### src/rtl/joystick_reader_pkg.sv
// Shared types and constants for the PmodJSTK joystick poller.
package jstk_pkg;

    typedef enum logic [2:0] {
        IDLE  = 3'd0,
        SETUP = 3'd1,
        SHIFT = 3'd2,
        GAP   = 3'd3,
        DONE  = 3'd4
    } jstk_state_e;

    localparam int         FRAME_BYTES  = 5;
    localparam logic [5:0] CMD_PREFIX   = 6'b100000;
    localparam logic [3:0] NEUTRAL_CODE = 4'd5;
    localparam logic [9:0] CENTRE_RAW   = 10'd352;

endpackage

### src/rtl/joystick_reader_if.sv
// SPI lines between the joystick poller (master) and the PmodJSTK (slave).
interface joystick_reader_if;

    logic Jstk_SS_n;
    logic Jstk_SCK;
    logic Jstk_MOSI;
    logic Jstk_MISO;

    modport master (output Jstk_SS_n, output Jstk_SCK, output Jstk_MOSI, input Jstk_MISO);
    modport slave  (input Jstk_SS_n, input Jstk_SCK, input Jstk_MOSI, output Jstk_MISO);

endinterface

### src/rtl/joystick_reader_spi_byte_shifter.sv
// Mode-0 SPI byte engine. A byte starts with SCK rising on the start cycle
// (MISO sampled there), each bit is SCK_HALF clocks high then SCK_HALF low,
// and done pulses at the end of the final low half.
module spi_byte_shifter #(
    parameter int SCK_HALF = 64
) (
    input  logic       clk,
    input  logic       rst_n,
    input  logic       start,
    input  logic [7:0] tx_byte,
    input  logic       miso,
    output logic       sck,
    output logic       mosi,
    output logic [7:0] rx_byte,
    output logic       done
);

    localparam int            HW          = $clog2(SCK_HALF + 1);
    localparam logic [HW-1:0] HALF_RELOAD = HW'(SCK_HALF - 1);

    logic          busy_q, busy_d;
    logic          sck_q, sck_d;
    logic [HW-1:0] hcnt_q, hcnt_d;
    logic [2:0]    bcnt_q, bcnt_d;
    logic [7:0]    sreg_q, sreg_d;
    logic [7:0]    rx_q, rx_d;

    // Before a byte starts MOSI already shows the MSB the top is about to send.
    assign mosi    = busy_q ? sreg_q[7] : tx_byte[7];
    assign sck     = sck_q;
    assign rx_byte = rx_q;
    assign done    = busy_q && !sck_q && (hcnt_q == '0) && (bcnt_q == 3'd0);

    // Half-period sequencing: rise samples MISO, fall advances MOSI.
    always_comb begin
        busy_d = busy_q;
        sck_d  = sck_q;
        hcnt_d = hcnt_q;
        bcnt_d = bcnt_q;
        sreg_d = sreg_q;
        rx_d   = rx_q;
        if (start) begin
            busy_d = 1'b1;
            sck_d  = 1'b1;
            hcnt_d = HALF_RELOAD;
            bcnt_d = 3'd7;
            sreg_d = tx_byte;
            rx_d   = {rx_q[6:0], miso};
        end else if (busy_q) begin
            if (hcnt_q != '0) begin
                hcnt_d = hcnt_q - HW'(1);
            end else if (sck_q) begin
                sck_d  = 1'b0;
                hcnt_d = HALF_RELOAD;
                if (bcnt_q != 3'd0) begin
                    sreg_d = {sreg_q[6:0], 1'b0};
                end
            end else if (bcnt_q == 3'd0) begin
                busy_d = 1'b0;
            end else begin
                bcnt_d = bcnt_q - 3'd1;
                sck_d  = 1'b1;
                hcnt_d = HALF_RELOAD;
                rx_d   = {rx_q[6:0], miso};
            end
        end
    end

    // Shifter state registers.
    always_ff @(posedge clk or negedge rst_n) begin
        if (!rst_n) begin
            busy_q <= 1'b0;
            sck_q  <= 1'b0;
            hcnt_q <= '0;
            bcnt_q <= 3'd0;
            sreg_q <= 8'd0;
            rx_q   <= 8'd0;
        end else begin
            busy_q <= busy_d;
            sck_q  <= sck_d;
            hcnt_q <= hcnt_d;
            bcnt_q <= bcnt_d;
            sreg_q <= sreg_d;
            rx_q   <= rx_d;
        end
    end

endmodule

### src/rtl/joystick_reader.sv
// PmodJSTK poller: every POLL_PERIOD clocks runs a 5-byte SPI frame and
// commits the quantised X position, raw X and buttons together.
module joystick_reader
    import jstk_pkg::*;
#(
    parameter int         SCK_HALF    = 64,
    parameter int         SS_SETUP    = 1500,
    parameter int         BYTE_GAP    = 1000,
    parameter int         POLL_PERIOD = 1000000,
    parameter logic [3:0] NEUTRAL     = NEUTRAL_CODE
) (
    input  logic              Clk,
    input  logic              Reset_n,
    input  logic [1:0]        Leds,
    joystick_reader_if.master jstk,
    output logic [3:0]        Joystick_data,
    output logic [9:0]        Joystick_X_raw,
    output logic [2:0]        Buttons,
    output logic              Sample_valid
);

    localparam int POLL_W = $clog2(POLL_PERIOD);
    localparam int CNT_MX = (SS_SETUP > BYTE_GAP) ? SS_SETUP : BYTE_GAP;
    localparam int CNT_W  = $clog2(CNT_MX + 1);

    jstk_state_e       state_q, state_d;
    logic [POLL_W-1:0] poll_q, poll_d;
    logic [CNT_W-1:0]  cnt_q, cnt_d;
    logic [2:0]        idx_q, idx_d;
    logic [1:0]        leds_q, leds_d;
    logic              ss_n_q, ss_n_d;
    logic [7:0]        x_lo_q, x_lo_d;
    logic [1:0]        x_hi_q, x_hi_d;
    logic [2:0]        btn_q, btn_d;
    logic [3:0]        data_q, data_d;
    logic [9:0]        xraw_q, xraw_d;
    logic [2:0]        buttons_q, buttons_d;
    logic              valid_q, valid_d;

    logic       tick;
    logic       start;
    logic [7:0] tx_byte;
    logic [7:0] rx_byte;
    logic       byte_done;

    assign tick = (poll_q == POLL_W'(POLL_PERIOD - 1));

    // Command byte only in slot 0 of an active frame; everything else sends zero.
    assign tx_byte = ((state_q != IDLE) && (state_q != DONE) && (idx_q == 3'd0))
                     ? {CMD_PREFIX, leds_q} : 8'h00;

    spi_byte_shifter #(.SCK_HALF(SCK_HALF)) u_shifter (
        .clk     (Clk),
        .rst_n   (Reset_n),
        .start   (start),
        .tx_byte (tx_byte),
        .miso    (jstk.Jstk_MISO),
        .sck     (jstk.Jstk_SCK),
        .mosi    (jstk.Jstk_MOSI),
        .rx_byte (rx_byte),
        .done    (byte_done)
    );

    assign jstk.Jstk_SS_n = ss_n_q;
    assign Joystick_data  = data_q;
    assign Joystick_X_raw = xraw_q;
    assign Buttons        = buttons_q;
    assign Sample_valid   = valid_q;

    // Frame sequencing, rx capture and the single-cycle commit.
    always_comb begin
        state_d   = state_q;
        poll_d    = tick ? '0 : poll_q + POLL_W'(1);
        cnt_d     = cnt_q;
        idx_d     = idx_q;
        leds_d    = leds_q;
        ss_n_d    = ss_n_q;
        x_lo_d    = x_lo_q;
        x_hi_d    = x_hi_q;
        btn_d     = btn_q;
        data_d    = data_q;
        xraw_d    = xraw_q;
        buttons_d = buttons_q;
        valid_d   = 1'b0;
        start     = 1'b0;
        case (state_q)
            IDLE: begin
                // Ticks elsewhere fall on the floor: only IDLE looks at them.
                if (tick) begin
                    state_d = SETUP;
                    ss_n_d  = 1'b0;
                    cnt_d   = CNT_W'(SS_SETUP - 1);
                    idx_d   = 3'd0;
                    leds_d  = Leds;
                end
            end
            SETUP, GAP: begin
                if (cnt_q == '0) begin
                    start   = 1'b1;
                    state_d = SHIFT;
                end else begin
                    cnt_d = cnt_q - CNT_W'(1);
                end
            end
            SHIFT: begin
                if (byte_done) begin
                    case (idx_q)
                        3'd0:    x_lo_d = rx_byte;
                        3'd1:    x_hi_d = rx_byte[1:0];
                        3'd4:    btn_d  = rx_byte[2:0];
                        default: ;
                    endcase
                    if (idx_q < 3'(FRAME_BYTES - 1)) begin
                        idx_d   = idx_q + 3'd1;
                        cnt_d   = CNT_W'(BYTE_GAP - 1);
                        state_d = GAP;
                    end else begin
                        state_d = DONE;
                    end
                end
            end
            DONE: begin
                state_d   = IDLE;
                ss_n_d    = 1'b1;
                xraw_d    = {x_hi_q, x_lo_q};
                data_d    = {x_hi_q, x_lo_q[7:6]};
                buttons_d = btn_q;
                valid_d   = 1'b1;
            end
            default: state_d = IDLE;
        endcase
    end

    // State register; reset abandons any frame and restores neutral outputs.
    always_ff @(posedge Clk or negedge Reset_n) begin
        if (!Reset_n) begin
            state_q   <= IDLE;
            poll_q    <= '0;
            cnt_q     <= '0;
            idx_q     <= 3'd0;
            leds_q    <= 2'd0;
            ss_n_q    <= 1'b1;
            x_lo_q    <= 8'd0;
            x_hi_q    <= 2'd0;
            btn_q     <= 3'd0;
            data_q    <= NEUTRAL;
            xraw_q    <= CENTRE_RAW;
            buttons_q <= 3'd0;
            valid_q   <= 1'b0;
        end else begin
            state_q   <= state_d;
            poll_q    <= poll_d;
            cnt_q     <= cnt_d;
            idx_q     <= idx_d;
            leds_q    <= leds_d;
            ss_n_q    <= ss_n_d;
            x_lo_q    <= x_lo_d;
            x_hi_q    <= x_hi_d;
            btn_q     <= btn_d;
            data_q    <= data_d;
            xraw_q    <= xraw_d;
            buttons_q <= buttons_d;
            valid_q   <= valid_d;
        end
    end

endmodule

### src/flat_wrapper.sv
// flat-port wrapper written by rule: the top's interface ports become plain ports
module joystick_reader_flat import jstk_pkg::*;
#(
    parameter int         SCK_HALF    = 64,
    parameter int         SS_SETUP    = 1500,
    parameter int         BYTE_GAP    = 1000,
    parameter int         POLL_PERIOD = 1000000,
    parameter logic [3:0] NEUTRAL     = NEUTRAL_CODE
)
  (Clk, Reset_n, Leds, Joystick_data, Joystick_X_raw, Buttons, Sample_valid, jstk_Jstk_SS_n, jstk_Jstk_SCK, jstk_Jstk_MOSI, jstk_Jstk_MISO);
  joystick_reader_if jstk_i ();
  input  logic Clk;
  input  logic Reset_n;
  input  logic [1:0] Leds;
  output logic [3:0] Joystick_data;
  output logic [9:0] Joystick_X_raw;
  output logic [2:0] Buttons;
  output logic Sample_valid;
  output wire logic [$bits(jstk_i.Jstk_SS_n)-1:0] jstk_Jstk_SS_n;
  output wire logic [$bits(jstk_i.Jstk_SCK)-1:0] jstk_Jstk_SCK;
  output wire logic [$bits(jstk_i.Jstk_MOSI)-1:0] jstk_Jstk_MOSI;
  input wire logic [$bits(jstk_i.Jstk_MISO)-1:0] jstk_Jstk_MISO;
  assign jstk_Jstk_SS_n = jstk_i.Jstk_SS_n;
  assign jstk_Jstk_SCK = jstk_i.Jstk_SCK;
  assign jstk_Jstk_MOSI = jstk_i.Jstk_MOSI;
  assign jstk_i.Jstk_MISO = jstk_Jstk_MISO;
  joystick_reader #(.SCK_HALF(SCK_HALF), .SS_SETUP(SS_SETUP), .BYTE_GAP(BYTE_GAP), .POLL_PERIOD(POLL_PERIOD), .NEUTRAL(NEUTRAL)) u_core (.Clk(Clk), .Reset_n(Reset_n), .Leds(Leds), .jstk(jstk_i), .Joystick_data(Joystick_data), .Joystick_X_raw(Joystick_X_raw), .Buttons(Buttons), .Sample_valid(Sample_valid));
endmodule
### config.mk
export PLATFORM = sky130hd
export DESIGN_NAME = joystick_reader_flat
export DESIGN_NICKNAME = d
export VERILOG_FILES = /design/src/rtl/joystick_reader_pkg.sv /design/src/rtl/joystick_reader_if.sv /design/src/rtl/joystick_reader_spi_byte_shifter.sv /design/src/rtl/joystick_reader.sv /design/src/flat_wrapper.sv
export SDC_FILE = /design/constraint.sdc
export NUM_CORES = 1
export LEC_CHECK = 0
export ABC_CLOCK_PERIOD_IN_PS = 2250
export BUFFER_PORTS_ARGS = -buffer_cell sky130_fd_sc_hd__buf_2
export CELL_PAD_IN_SITES_DETAIL_PLACEMENT = 0
export CELL_PAD_IN_SITES_GLOBAL_PLACEMENT = 1
export CORE_MARGIN = 1.5
export CORE_UTILIZATION = 45
export CTS_CLUSTER_DIAMETER = 60
export DETAILED_ROUTE_END_ITERATION = 6
export PLACE_DENSITY_LB_ADDON = 0.1
export SLEW_MARGIN = 25
export SYNTH_ARGS = -nofsm -noshare
export SYNTH_HDL_FRONTEND = slang
export SYNTH_SLANG_ARGS = --single-unit
### constraint.sdc
create_clock -name Clk -period 2.25 [get_ports Clk]
set_input_delay 0.1125 -clock Clk [delete_from_list [all_inputs] [get_ports Clk]]
set_output_delay 0.1125 -clock Clk [all_outputs]
set_load 0.02 [all_outputs]
# Yosys cells after proc, flatten, opt, wreduce, memory -nomap -nowiden
# Cells that the tools add are included.
[classes]
add_sub_neg = 5
order_cmp = 1
n_eq_ne = 17
muxes = 51
reduce_logical = 33
[ops]
columns = ["operator", "n"]
rows = [
  ["8-bit 2-to-1 mux", 11],
  ["11-bit 2-to-1 mux", 4],
  ["3-bit 2-to-1 mux", 12],
  ["7-bit 2-to-1 mux", 5],
  ["11-bit one-hot mux with 3 select lines", 1],
  ["20-bit by 1-bit adder with 20-bit output, second input constant", 1],
  ["20-bit == test, second input constant", 1],
  ["20-bit 2-to-1 mux", 1],
  ["1-bit 2-to-1 mux", 14],
  ["2-bit by 1-bit != test with 1-bit output, second input constant", 7],
  ["3-bit AND reduction", 4],
  ["4-bit AND reduction", 3],
  ["11-bit logical NOT", 1],
  ["11-bit by 1-bit subtractor with 11-bit output, second input constant", 1],
  ["2-bit nonzero test", 5],
  ["3-bit logical NOT", 3],
  ["3-bit one-hot mux with 3 select lines", 1],
  ["3-bit nonzero test", 3],
  ["2-bit AND reduction", 4],
  ["7-bit logical NOT", 1],
  ["7-bit nonzero test", 1],
  ["7-bit by 1-bit subtractor with 7-bit output, second input constant", 1],
  ["3-bit by 1-bit == test with 1-bit output, second input constant", 2],
  ["3-bit by 2-bit == test with 1-bit output, second input constant", 2],
  ["other kinds (13)", 18],
]
[totals]
register_bits = 99
input_bits = 5

# Depth between registers and ports, before layout
# Gate-level depths: netlist (run 1).
[depth]
word_depth = 6
mapped_depth = 8
ltp_nobuf = 8

# Modules after synthesis
# A second synthesis (run 1) with hierarchy kept.
[unflattened]
hier_cells = 419
area_unflattened_um2 = 4650.7
[modules_own_cells]
columns = ["mod", "n_inst", "cells_per_inst", "area_each_um2"]
rows = [
  ["joystick_reader", 1, 290, 3255.6],
  ["spi_byte_shifter", 1, 129, 1395.1],
]

# Least setup slack after synthesis (run 1)
# Ideal clock, no wire load.
[synth_timing]
path_kind = "reg2reg"
start = "reg u_core.u_shifter.hcnt_q[0]"
end = "reg u_core.u_shifter.rx_q[0] (netlist: u_core.u_shifter.rx_byte[0])"
t_arrival_ns = 1.964
required_ns = 2.125
slack_ns = 0.161
path_stages_with_launch = 9
synth_period_minus_slack_ns = 2.089
cell_sequence = "dfrtp_1 > inv_1 > ha_1 > nor4b_4 > nand2_2 > or3_4 > and2_4 > buf_6 > mux2_4"
[synth_between]
elab_chain_len = 3
[synth_lines]
columns = ["item", "line", "text"]
rows = [
  ["start, declared", "joystick_reader_spi_byte_shifter.sv:23", "logic [HW-1:0] hcnt_q, hcnt_d;"],
  ["start signal, assigned", "joystick_reader_spi_byte_shifter.sv:81", "hcnt_q <= hcnt_d;"],
  ["7-bit nonzero test", "joystick_reader_spi_byte_shifter.sv:50", "if (hcnt_q != '0) begin"],
  ["2-bit by 1-bit != test with 1-bit output (no source line)", "--", ""],
  ["4-bit AND reduction (no source line)", "--", ""],
  ["end signal, assigned", "joystick_reader_spi_byte_shifter.sv:84", "rx_q <= rx_d;"],
  ["end, declared", "joystick_reader_spi_byte_shifter.sv:26", "logic [7:0] rx_q, rx_d;"],
]
# No other way between the ends.
# A chain may end at the register's enable or synchronous reset.

# Worst setup path after layout (run 1)
[layout_timing]
start = "reg u_core.u_shifter.hcnt_q[0]"
end = "reg u_core.u_shifter.rx_q[6] (netlist: u_core.u_shifter.rx_byte[6])"
# Same word-level chain as after synthesis.

==> results.json, run 1 <==
{
  "outcome": "finished clean",
  "cp-end-kind": "flip-flop",
  "slew_headroom_pct": 67.02,
  "post-cts-setup-buffer-count": 0,
  "met3WireLength_um": 297,
  "routed.top_layer": "met4",
  "fillers": 901,
  "peakVddDrop_uv": 317.0,
  "antenna_found_initial": 0,
  "hp-class": "primary input to asynchronous set/reset pin",
  "yosys_warnings": 0,
  "core_area_mm2": 0.009774,
  "crit_required_ns": 2.51,
  "gp_congestion": 0.7875,
  "ys_seq_area_share_pct": 52.76,
  "drtAntennaViolNets": 0,
  "p_sw_share_pct": 25.20,
  "fmax_mhz": 475.1,
  "finalHoldViolCount": 0,
  "final_cell_mix": "dfrtp_1, nand2_1, mux2_2",
  "grt_pass1_wl_um": 14950,
  "rsz0062_at_grt": "no",
  "num_antenna_cells": 0,
  "clock-sinks": 95,
  "path_buf_inv": 1,
  "setup_viol": 0,
  "met2_wirelength_um": 4175,
  "fp.dieH_um": 103.2,
  "synth_edf_count": 0,
  "hold_ws_ns": 0.2424,
  "cap_violations": 0,
  "grt_pass1_vias": 3045,
  "powerDensity_mw_per_mm2": 558.9,
  "drc": 0,
  "grt_overflow": 0,
  "cp.arrival_ns": 2.36,
  "rrSetupSlack_ns": 0.15,
  "critical_path.top_delay_family": "simple AND/OR/NAND/NOR gates",
  "r2r_start": "u_core.u_shifter.hcnt_q[0]",
  "drt-total-wl_um": 9018,
  "clkPwrFrac_pct": 39.0,
  "crit_slowest_cell": "dfrtp_1",
  "wl_per_cell_um": 15.49,
  "synth.cell_area_mm2": 0.004516,
  "numPortBuffers": 25,
  "clockBufferDepth": 2,
  "via_per_inst": 5.352,
  "worst-r2r-cell-count": 7,
  "final_nets": 457,
  "cts_tree": "built",
  "worst-path-max-fanout": 9,
  "p_seq_share_pct": 59.2,
  "p_comb_share_pct": 1.7,
  "hpwl_um": 6250,
  "cts_made_buffers": 9,
  "row_count": 36,
  "skew_ns": 0.01153,
  "placed_cell_area_mm2": 0.004908,
  "seq_area_mm2": 0.002382,
  "power.switching_w": 0.0007281,
  "die_w_um": 103.2,
  "ys_types": 67,
  "post-route-period-util_pct": 93.55,
  "r2r_end": "u_core.u_shifter.rx_byte[6]",
  "drive_above_1_share_pct": 28.06,
  "clock_latency_ns": 0.37,
  "fin_util_pct": 52.89,
  "crit_chain": "inv_1 -> ha_2 -> nor4b_4 -> nand2_2 -> or3_4 -> and2_4 -> mux2_4",
  "start_kind": "flip-flop",
  "multiInputGateArea_mm2": 0.001993,
  "power.leakage_nw": 2.609,
  "cpPeakStageDelay_ns": 0.41,
  "io_pins": 26,
  "synth_area_leaders": "dfrtp_1, mux2_2, nand2_1",
  "final_area_mm2": 0.005170,
  "cts-root-buf": "clkbuf_8",
  "final.setup.worst_slack_ns": 0.1452,
  "syn2layout_area_growth_pct": 14.49,
  "synth-main-ff-cell": "dfrtp_1",
  "drt-initial-drc-count": 112,
  "h-tree-depth": 3,
  "synth_cells": 400,
  "finalCriticalPeriod_ns": 2.105,
  "synthArstFlopShare_pct": 100.0,
  "dr.pass1.iters": 4,
  "p_int_w": 0.002162,
  "ys_seq_elements": 95,
  "vias": 3115,
  "start_util_pct": 46.20,
  "yosysTopAreaCell": "dfrtp_1",
  "grtUsageTotal_pct": 18.28,
  "critical_path_class": "flip-flop to flip-flop",
  "syn-num-nets": 413,
  "avgSynthCellArea_um2": 11.29,
  "grt_max_degree": 40,
  "final_common_cell": "dfrtp_1",
  "dieArea_mm2": 0.01064,
  "wl_met1_um": 4353,
  "pre_cts_ws_ns": 0.06654,
  "clk_pin_slew_ns": 0.10,
  "synth_top_area_share_pct": 50.43,
  "tns_ns": 0,
  "final_max_slew_viol_count": 0,
  "tightest_slew_ns": 0.4909
}
-- power groups by stage --
stage,Combinational (W),Sequential [W],Clock (W)
after global routing,0.0000596,0.00171,0.00125
after floorplan,0.00000303,0.00174,0
final,0.0000502,0.00171,0.00113
after CTS,0.0000534,0.00171,0.00119
after global placement,0.0000472,0.00174,0
after detailed placement,0.0000479,0.00174,0
-- what timing repair did --
action	CTS	global route
hold endpoints to repair	35	0
hold buffers	4	0
setup endpoints to repair	0	21
gates resized for setup	0	3
-- stage by stage --
step	total power, W	instances
finish	0.002890	582
CTS	0.002953	582
global placement	0.001792	562
floorplan	0.001747	400
detailed placement	0.001793	562
global route	0.003020	582
-- layout make-up --
cell class                 instances  share of cell area [%]
sequential                        95                   46.08
multi-input combinational        270                   38.55
timing repair buffer              52                   7.067
tap                              133                   3.219
clock buffer                       9                   2.396
clock inverter                     7                   1.525
inverter                          16                   1.162
-- synth_stat cells (7+ instances only) --
library cell and count:
dfrtp_1 91, nand3_1 17, xnor2_1 8, mux2_4 8, inv_1 15, xor2_1 8
nor3_1 7, nand2_1 35, nor2_1 30, nand4_1 9, clkbuf_1 12, mux2_2 31
o21ai_0 13, mux2i_1 9, ha_1 8, a21oi_1 7
-- logic make-up after synthesis --
| family | Yosys count | share of synthesized area, % |
|---|---|---|
| AOI/OAI and AO/OA | 50 | 7.925 |
| xor gates and xnor gates | 16 | 3.103 |
| adders and majority gates | 8 | 2.217 |
| buffers and inverters | 35 | 3.519 |
| DFF | 95 | 52.76 |
| muxes | 48 | 12.39 |
| and+or+nand+nor | 148 | 18.09 |
-- worst max path at each step --
stage	startpoint	to	slack, ns	depth (start not counted)
after global routing	u_core.u_shifter.hcnt_q[0]	u_core.cnt_q[1]	0.01	9
after CTS	u_core.u_shifter.bcnt_q[0]	u_core.cnt_q[1]	0.02	9
after detailed placement	u_core.u_shifter.bcnt_q[0]	u_core.cnt_q[1]	0.07	9
after global placement	u_core.u_shifter.bcnt_q[0]	u_core.cnt_q[1]	0.12	9
after floorplan	u_core.u_shifter.hcnt_q[0]	u_core.u_shifter.rx_byte[0]	0.16	8
final	u_core.u_shifter.hcnt_q[0]	u_core.u_shifter.rx_byte[6]	0.15	7
-- registers in the layout, indices dropped and copies added, names as in the netlist --
| signal | flops |
|---|---|
| u_core.u_shifter.sck | 1 |
| u_core.x_lo_q | 8 |
| u_core.u_shifter.bcnt_q | 3 |
| u_core.u_shifter.hcnt_q | 7 |
| u_core.u_shifter.rx_byte | 8 |
| u_core.u_shifter.busy_q | 1 |
| u_core.Sample_valid | 1 |
| u_core.poll_q | 20 |
| u_core.idx_q | 3 |
| u_core.cnt_q | 11 |
| u_core.btn_q | 3 |
| u_core.state_q | 3 |
| u_core.Joystick_X_raw | 10 |
| u_core.jstk.Jstk_SS_n | 1 |
| u_core.leds_q | 2 |
| u_core.x_hi_q | 2 |
| u_core.Buttons | 3 |
| u_core.u_shifter.sreg_q | 8 |
-- layer usage --
layer | track usage [%] | vias to the layer above
met4 | 6.549 | 0
met1 | 24.30 | 1536
met5 | 0 | -
met2 | 29.55 | 59
met3 | 4.099 | 13
li1 | - | 1507
No activity file was read; power rests on OpenSTA's default activity.
==> run 2, diff against run 1 <==
Settings changed: ABC_AREA from default to 1, ABC_CLOCK_PERIOD_IN_PS 2250 to 2750.
Clock period 2.25 ns to 2.75 ns, I/O delays scaled along.
==> run 2 against run 1 <==
Sequential share of layout area fell by 1.4 points. Register-to-register slack improved by 0.30 ns. Cell area rose by 3.1%. Via count grew 20%. Final cell count grew 31%. Sequential power down 18%. Area after synthesis increased by 8.1%. Combinational power decreased by 27%. Power fell by 15%. Clock skew grew 0.0044 ns. Critical endpoint is now u_core.u_shifter.rx_byte[7]. Largest power group unchanged.
==> results.json, run 2 <==
{
  "outcome": "finished clean",
  "ys_types": 35,
  "start_kind": "flip-flop",
  "h-tree-depth": 3,
  "final_common_cell": "nand2_1",
  "setup_viol": 0,
  "post-cts-setup-buffer-count": 0,
  "peakVddDrop_uv": 234.1,
  "ys_seq_elements": 95,
  "fp.dieH_um": 107.1,
  "drc": 0,
  "largest_register_ffs": 20,
  "slew_headroom_pct": 55.57,
  "hp-class": "primary input to flip-flop",
  "final_max_slew_viol_count": 0,
  "row_count": 37,
  "yosys_warnings": 0,
  "finalCriticalPeriod_ns": 2.308,
  "cts_resized": 0,
  "via_per_inst": 4.904,
  "avgSynthCellArea_um2": 8.201,
  "synth_area_leaders": "dfrtp_1, nand2_1, inv_1",
  "cts_tree": "built",
  "fillers": 1022,
  "tightest_slew_ns": 0.6664,
  "ys_seq_area_share_pct": 48.82,
  "stdcell_count": 761,
  "finalHoldViolCount": 0,
  "tns_ns": 0,
  "vias": 3732,
  "drt-total-wl_um": 9549,
  "syn2layout_area_growth_pct": 9.282,
  "synth_edf_count": 0,
  "grt_max_degree": 55,
  "post-route-period-util_pct": 83.91,
  "grtUsageTotal_pct": 17.90,
  "yosysTopAreaCell": "dfrtp_1",
  "wl_per_cell_um": 12.55,
  "power.leakage_nw": 2.748,
  "gp_congestion": 0.8213,
  "final_cell_mix": "nand2_1, dfrtp_1, inv_1",
  "synth.cell_area_mm2": 0.004880,
  "final_nets": 633,
  "syn-num-nets": 608,
  "grt_pass1_vias": 3388,
  "pre_cts_ws_ns": 0.4327,
  "drive_above_1_share_pct": 13.76,
  "cp-end-kind": "flip-flop",
  "clock-sinks": 95,
  "core_area_mm2": 0.01042,
  "cap_violations": 0,
  "synthArstFlopShare_pct": 100.0,
  "synth_top_area_share_pct": 46.67,
  "drt-initial-drc-count": 193,
  "cp.arrival_ns": 2.61,
  "io_pins": 26,
  "met2_usage_pct": 26.52,
  "cts_made_buffers": 9,
  "rsz0062_at_grt": "no",
  "num_antenna_cells": 0,
  "cts-root-buf": "clkbuf_8",
  "use_met3_pct": 2.432,
  "die_w_um": 107.1,
  "fin_util_pct": 51.20,
  "clock_latency_ns": 0.38,
  "seq_area_mm2": 0.002382,
  "numPortBuffers": 25,
  "start_util_pct": 46.85,
  "fmax_mhz": 433.3,
  "grt_pass1_wl_um": 16280,
  "crit_required_ns": 3.05,
  "met1_usage_pct": 26.20,
  "drtAntennaViolNets": 0,
  "top_register": "u_core.poll_q",
  "dr.pass1.iters": 4,
  "worst-path-max-fanout": 20,
  "clockBufferDepth": 2,
  "grt_overflow": 0,
  "grt_busiest_layer": "met2",
  "final.setup.worst_slack_ns": 0.4424,
  "powerDensity_mw_per_mm2": 461.1,
  "dieArea_mm2": 0.01148,
  "multiInputGateArea_mm2": 0.002090,
  "hpwl_um": 6787,
  "antenna_found_initial": 0,
  "clk_pin_slew_ns": 0.11,
  "synth-main-ff-cell": "dfrtp_1",
  "placedCellCount": 742,
  "critical_path_class": "flip-flop to flip-flop",
  "synth_cells": 595,
  "skew_ns": 0.01592,
  "yosysMostFrequentCell": "nand2_1",
  "synthTopCellsByCount": "nand2_1, dfrtp_1, inv_1, nor2_1, o21ai_0"
}
==> run 2: cell count changes in the layout (fill, tap and decap cells not counted), moves of 5 or more <==
cell      change
nand2_1     +152
mux2_2       -31
buf_4        -19
xor2_1        +5
o21bai_1     +10
and3_1        -6
mux2_4        -8
nand3_1      +11
o21ai_0      +20
o21ai_2      +15
inv_1        +56
nor2_1       +21
mux2i_1       -9
==> run 2: cell families (layout without fill, tap and decap cells) <==
kind of cell / after synthesis / count (layout) / share of synthesized area [%]
compound gates: 72 / 72 / 9.641
xor+xnor: 19 / 19 / 3.410
fa+ha+maj: 8 / 8 / 2.051
buf+inv: 90 / 120 / 8.359
flops: 95 / 95 / 48.82
simple gates: 311 / 311 / 27.72
==> run 2: power breakdown <==
group	switching, W	total, W	leakage, nW	internal, W
Combinational	0.0000283	0.0000364	1.35	0.00000812
Sequential	0	0.00140	1.28	0.00140
Clock	0.000574	0.00103	0.113	0.000452
==> run 2: final cells by class <==
type | instances | share of cell area (%)
repair buffers | 31 | 3.613
clock buffers | 9 | 2.323
inverters | 73 | 5.185
multi-input cells | 410 | 39.18
clock inverters | 7 | 1.830
flip-flops and latches | 95 | 44.67
well taps | 136 | 3.191
==> run 2: final timing paths <==
check | end | start | slack (ns) | cells after the start
hold / removal | u_core.u_shifter.rx_byte[0] | jstk_Jstk_MISO | 0.02 | 3
setup reg to reg | u_core.u_shifter.rx_byte[7] | u_core.cnt_q[0] | 0.44 | 8
min in group asynchronous | u_core.poll_q[11] | Reset_n | 0.29 | 2
hold reg to reg | u_core.Joystick_X_raw[5] | u_core.Joystick_X_raw[5] | 0.47 | 2
setup / recovery | u_core.u_shifter.rx_byte[7] | u_core.cnt_q[0] | 0.44 | 8
max in group asynchronous | u_core.Joystick_X_raw[6] | Reset_n | 1.75 | 3
==> run 2: layer usage <==
layer  vias up  part of all wire (%)
met5         -                     0
met3        11                   2.5
li1       1920                     -
met2        49                    42
met1      1752                    54
met4         0                   1.8
==> run 2: what timing repair did <==
item,CTS,global route
hold endpoints to repair,43,0
setup endpoints to repair,0,0
hold buffers,3,0
==> run 2: worst max-delay path, stage by stage, from the launching register on <==
cell and delay, ns:
dfrtp_1 0.41, inv_1 0.10, ha_1 0.24, nand2_2 0.10, nor2_4 0.14, nand3_2 0.35
o21ai_1 0.44, nand2_4 0.23, o21ai_0 0.22
==> run 2: metrics by stage <==
stage	instance area [µm²]	power (W)	hold slack (ns)
3_3_place_gp	5081	0.001459	0.1665
6_report	5333	0.002459	0.02146
5_1_grt	5333	0.002538	0.02143
2_1_floorplan	4880	0.001424	-0.1581
3_5_place_dp	5081	0.001459	0.1709
4_1_cts	5333	0.002486	0.01422
==> run 3, diff against run 2 <==
Settings changed: ABC_CLOCK_PERIOD_IN_PS 2750 to 2150.
Clock period 2.75 ns to 2.15 ns, I/O delays scaled along.
==> run 3 against run 2 <==
First-iteration DRC count down 3.1%. Critical path depth rose by 1. Clock-buffer cell count stayed put.
==> results.json, run 3 (synthesis gave the netlist of run 2 again) <==
{
  "via_per_inst": 4.896,
  "power.leakage_nw": 2.782,
  "final.setup.worst_slack_ns": 0.2190,
  "cpPeakStageDelay_ns": 0.42,
  "rrSetupSlack_ns": 0.22,
  "fmax_mhz": 517.9,
  "grt_max_degree": 55,
  "drc": 0,
  "crit_slowest_cell": "dfrtp_1",
  "wl_per_cell_um": 12.66,
  "cap_violations": 0,
  "critical_path_class": "flip-flop to flip-flop",
  "finalCriticalPeriod_ns": 1.931,
  "die_w_um": 107.1,
  "num_antenna_cells": 0,
  "grt_pass1_wl_um": 17040,
  "dieArea_mm2": 0.01148,
  "core_area_mm2": 0.01042,
  "row_count": 37,
  "crit_required_ns": 2.41,
  "final_common_cell": "nand2_1",
  "cp.arrival_ns": 2.19,
  "cts-root-buf": "clkbuf_8",
  "cts_made_buffers": 9,
  "dr.pass1.iters": 4,
  "cp-end-kind": "flip-flop",
  "hold_ws_ns": 0.3378,
  "drt-initial-drc-count": 187,
  "post-cts-setup-buffer-count": 0,
  "hpwl_um": 7066,
  "rsz0062_at_grt": "yes",
  "r2r_end": "u_core.u_shifter.bcnt_q[0]",
  "antenna_found_initial": 0,
  "tightest_slew_ns": 0.6780,
  "io_pins": 26,
  "pre_cts_ws_ns": 0.1711,
  "placed_cell_area_mm2": 0.005136,
  "clk_pin_slew_ns": 0.11,
  "clock_latency_ns": 0.37,
  "largest_register_ffs": 20,
  "post-route-period-util_pct": 89.81,
  "final_nets": 643,
  "grtUsageTotal_pct": 18.64,
  "drive_above_1_share_pct": 15.43,
  "top_register": "u_core.poll_q",
  "start_util_pct": 46.85,
  "worst-r2r-cell-count": 9,
  "tns_ns": 0,
  "hp-class": "primary input to asynchronous set/reset pin",
  "grt_overflow": 0,
  "drtAntennaViolNets": 0,
  "clockBufferDepth": 2,
  "r2r_start": "u_core.cnt_q[0]",
  "gp_congestion": 0.8197,
  "vias": 3775,
  "critical_path.top_delay_family": "simple AND/OR/NAND/NOR gates",
  "final_max_slew_viol_count": 0,
  "final_cell_mix": "nand2_1, dfrtp_1, inv_1",
  "start_kind": "flip-flop",
  "final_area_mm2": 0.005384,
  "slew_headroom_pct": 54.80,
  "fin_util_pct": 51.69,
  "fp.dieH_um": 107.1,
  "skew_ns": 0.01318,
  "peakVddDrop_uv": 257.5,
  "clock-sinks": 95,
  "cts_tree": "built",
  "drt-total-wl_um": 9761,
  "worst-path-max-fanout": 19,
  "path_buf_inv": 1,
  "setup_viol": 0,
  "grt_pass1_vias": 3712,
  "crit_chain": "inv_1 -> ha_1 -> nand2_2 -> nor2_4 -> nand3_2 -> o21ai_4 -> nand2_4 -> nand2_1 -> nand2_1",
  "finalHoldViolCount": 0,
  "h-tree-depth": 3,
  "syn2layout_area_growth_pct": 10.33,
  "crit_top_cell": "nand2_1",
  "powerDensity_mw_per_mm2": 560.8,
  "numPortBuffers": 25,
  "outcome": "finished clean"
}
[run 3: cell type report]
cell class	instances	area [µm²]
Fill cell	1039	5032
Sequential cell	95	2382
Multi-Input combinational cell	410	2098
Inverter	73	276.5
Timing Repair Buffer	41	257.7
Tap cell	136	170.2
Clock buffer	9	123.9
Clock inverter	7	75.07
[run 3: metal layers]
metal	up-vias	global-route usage [%]	share of wire, %
met4	0	6.857	1.4
met2	42	29.39	44
met5	-	0	0
li1	1941	-	-
met1	1781	26.22	52
met3	11	2.432	2.6
[run 3: worst max-delay path by stage]
| stage | from | to | slack (ns) | cells past startpoint |
|---|---|---|---|---|
| after floorplan | u_core.cnt_q[0] | u_core.u_shifter.bcnt_q[2] | 0.44 | 11 |
| final | u_core.cnt_q[0] | u_core.u_shifter.bcnt_q[0] | 0.22 | 9 |
| after detailed placement | u_core.cnt_q[0] | u_core.u_shifter.bcnt_q[0] | 0.17 | 9 |
| after global placement | u_core.u_shifter.bcnt_q[0] | u_core.x_lo_q[7] | 0.18 | 8 |
| after CTS | u_core.u_shifter.bcnt_q[0] | u_core.x_lo_q[7] | 0.13 | 8 |
| after global routing | u_core.cnt_q[0] | u_core.u_shifter.hcnt_q[4] | 0.02 | 8 |
[run 3: power breakdown]
group	internal [W]	switching, W
registers	0.00179	0
clock network	0.000457	0.000729
logic	0.0000102	0.0000370
[run 3: timing repair]
item                                    CTS  global route
endpoints found under the setup margin    0             9
hold buffers                              4             0
hold endpoints to repair                 94             0
resized for setup                         0             3
[run 3: worst reg2reg max path, stage by stage, from the launching register on]
cell,delay [ns]
dfrtp_1,0.42
inv_1,0.10
ha_1,0.22
nand2_2,0.10
nor2_4,0.14
nand3_2,0.22
o21ai_4,0.22
nand2_4,0.21
nand2_1,0.11
nand2_1,0.07
[run 3: metrics by stage]
step,instances,power [W]
3_5_place_dp,751,0.001866
5_1_grt,771,0.003124
4_1_cts,771,0.003066
2_1_floorplan,595,0.001821
3_3_place_gp,751,0.001865
6_report,771,0.003019
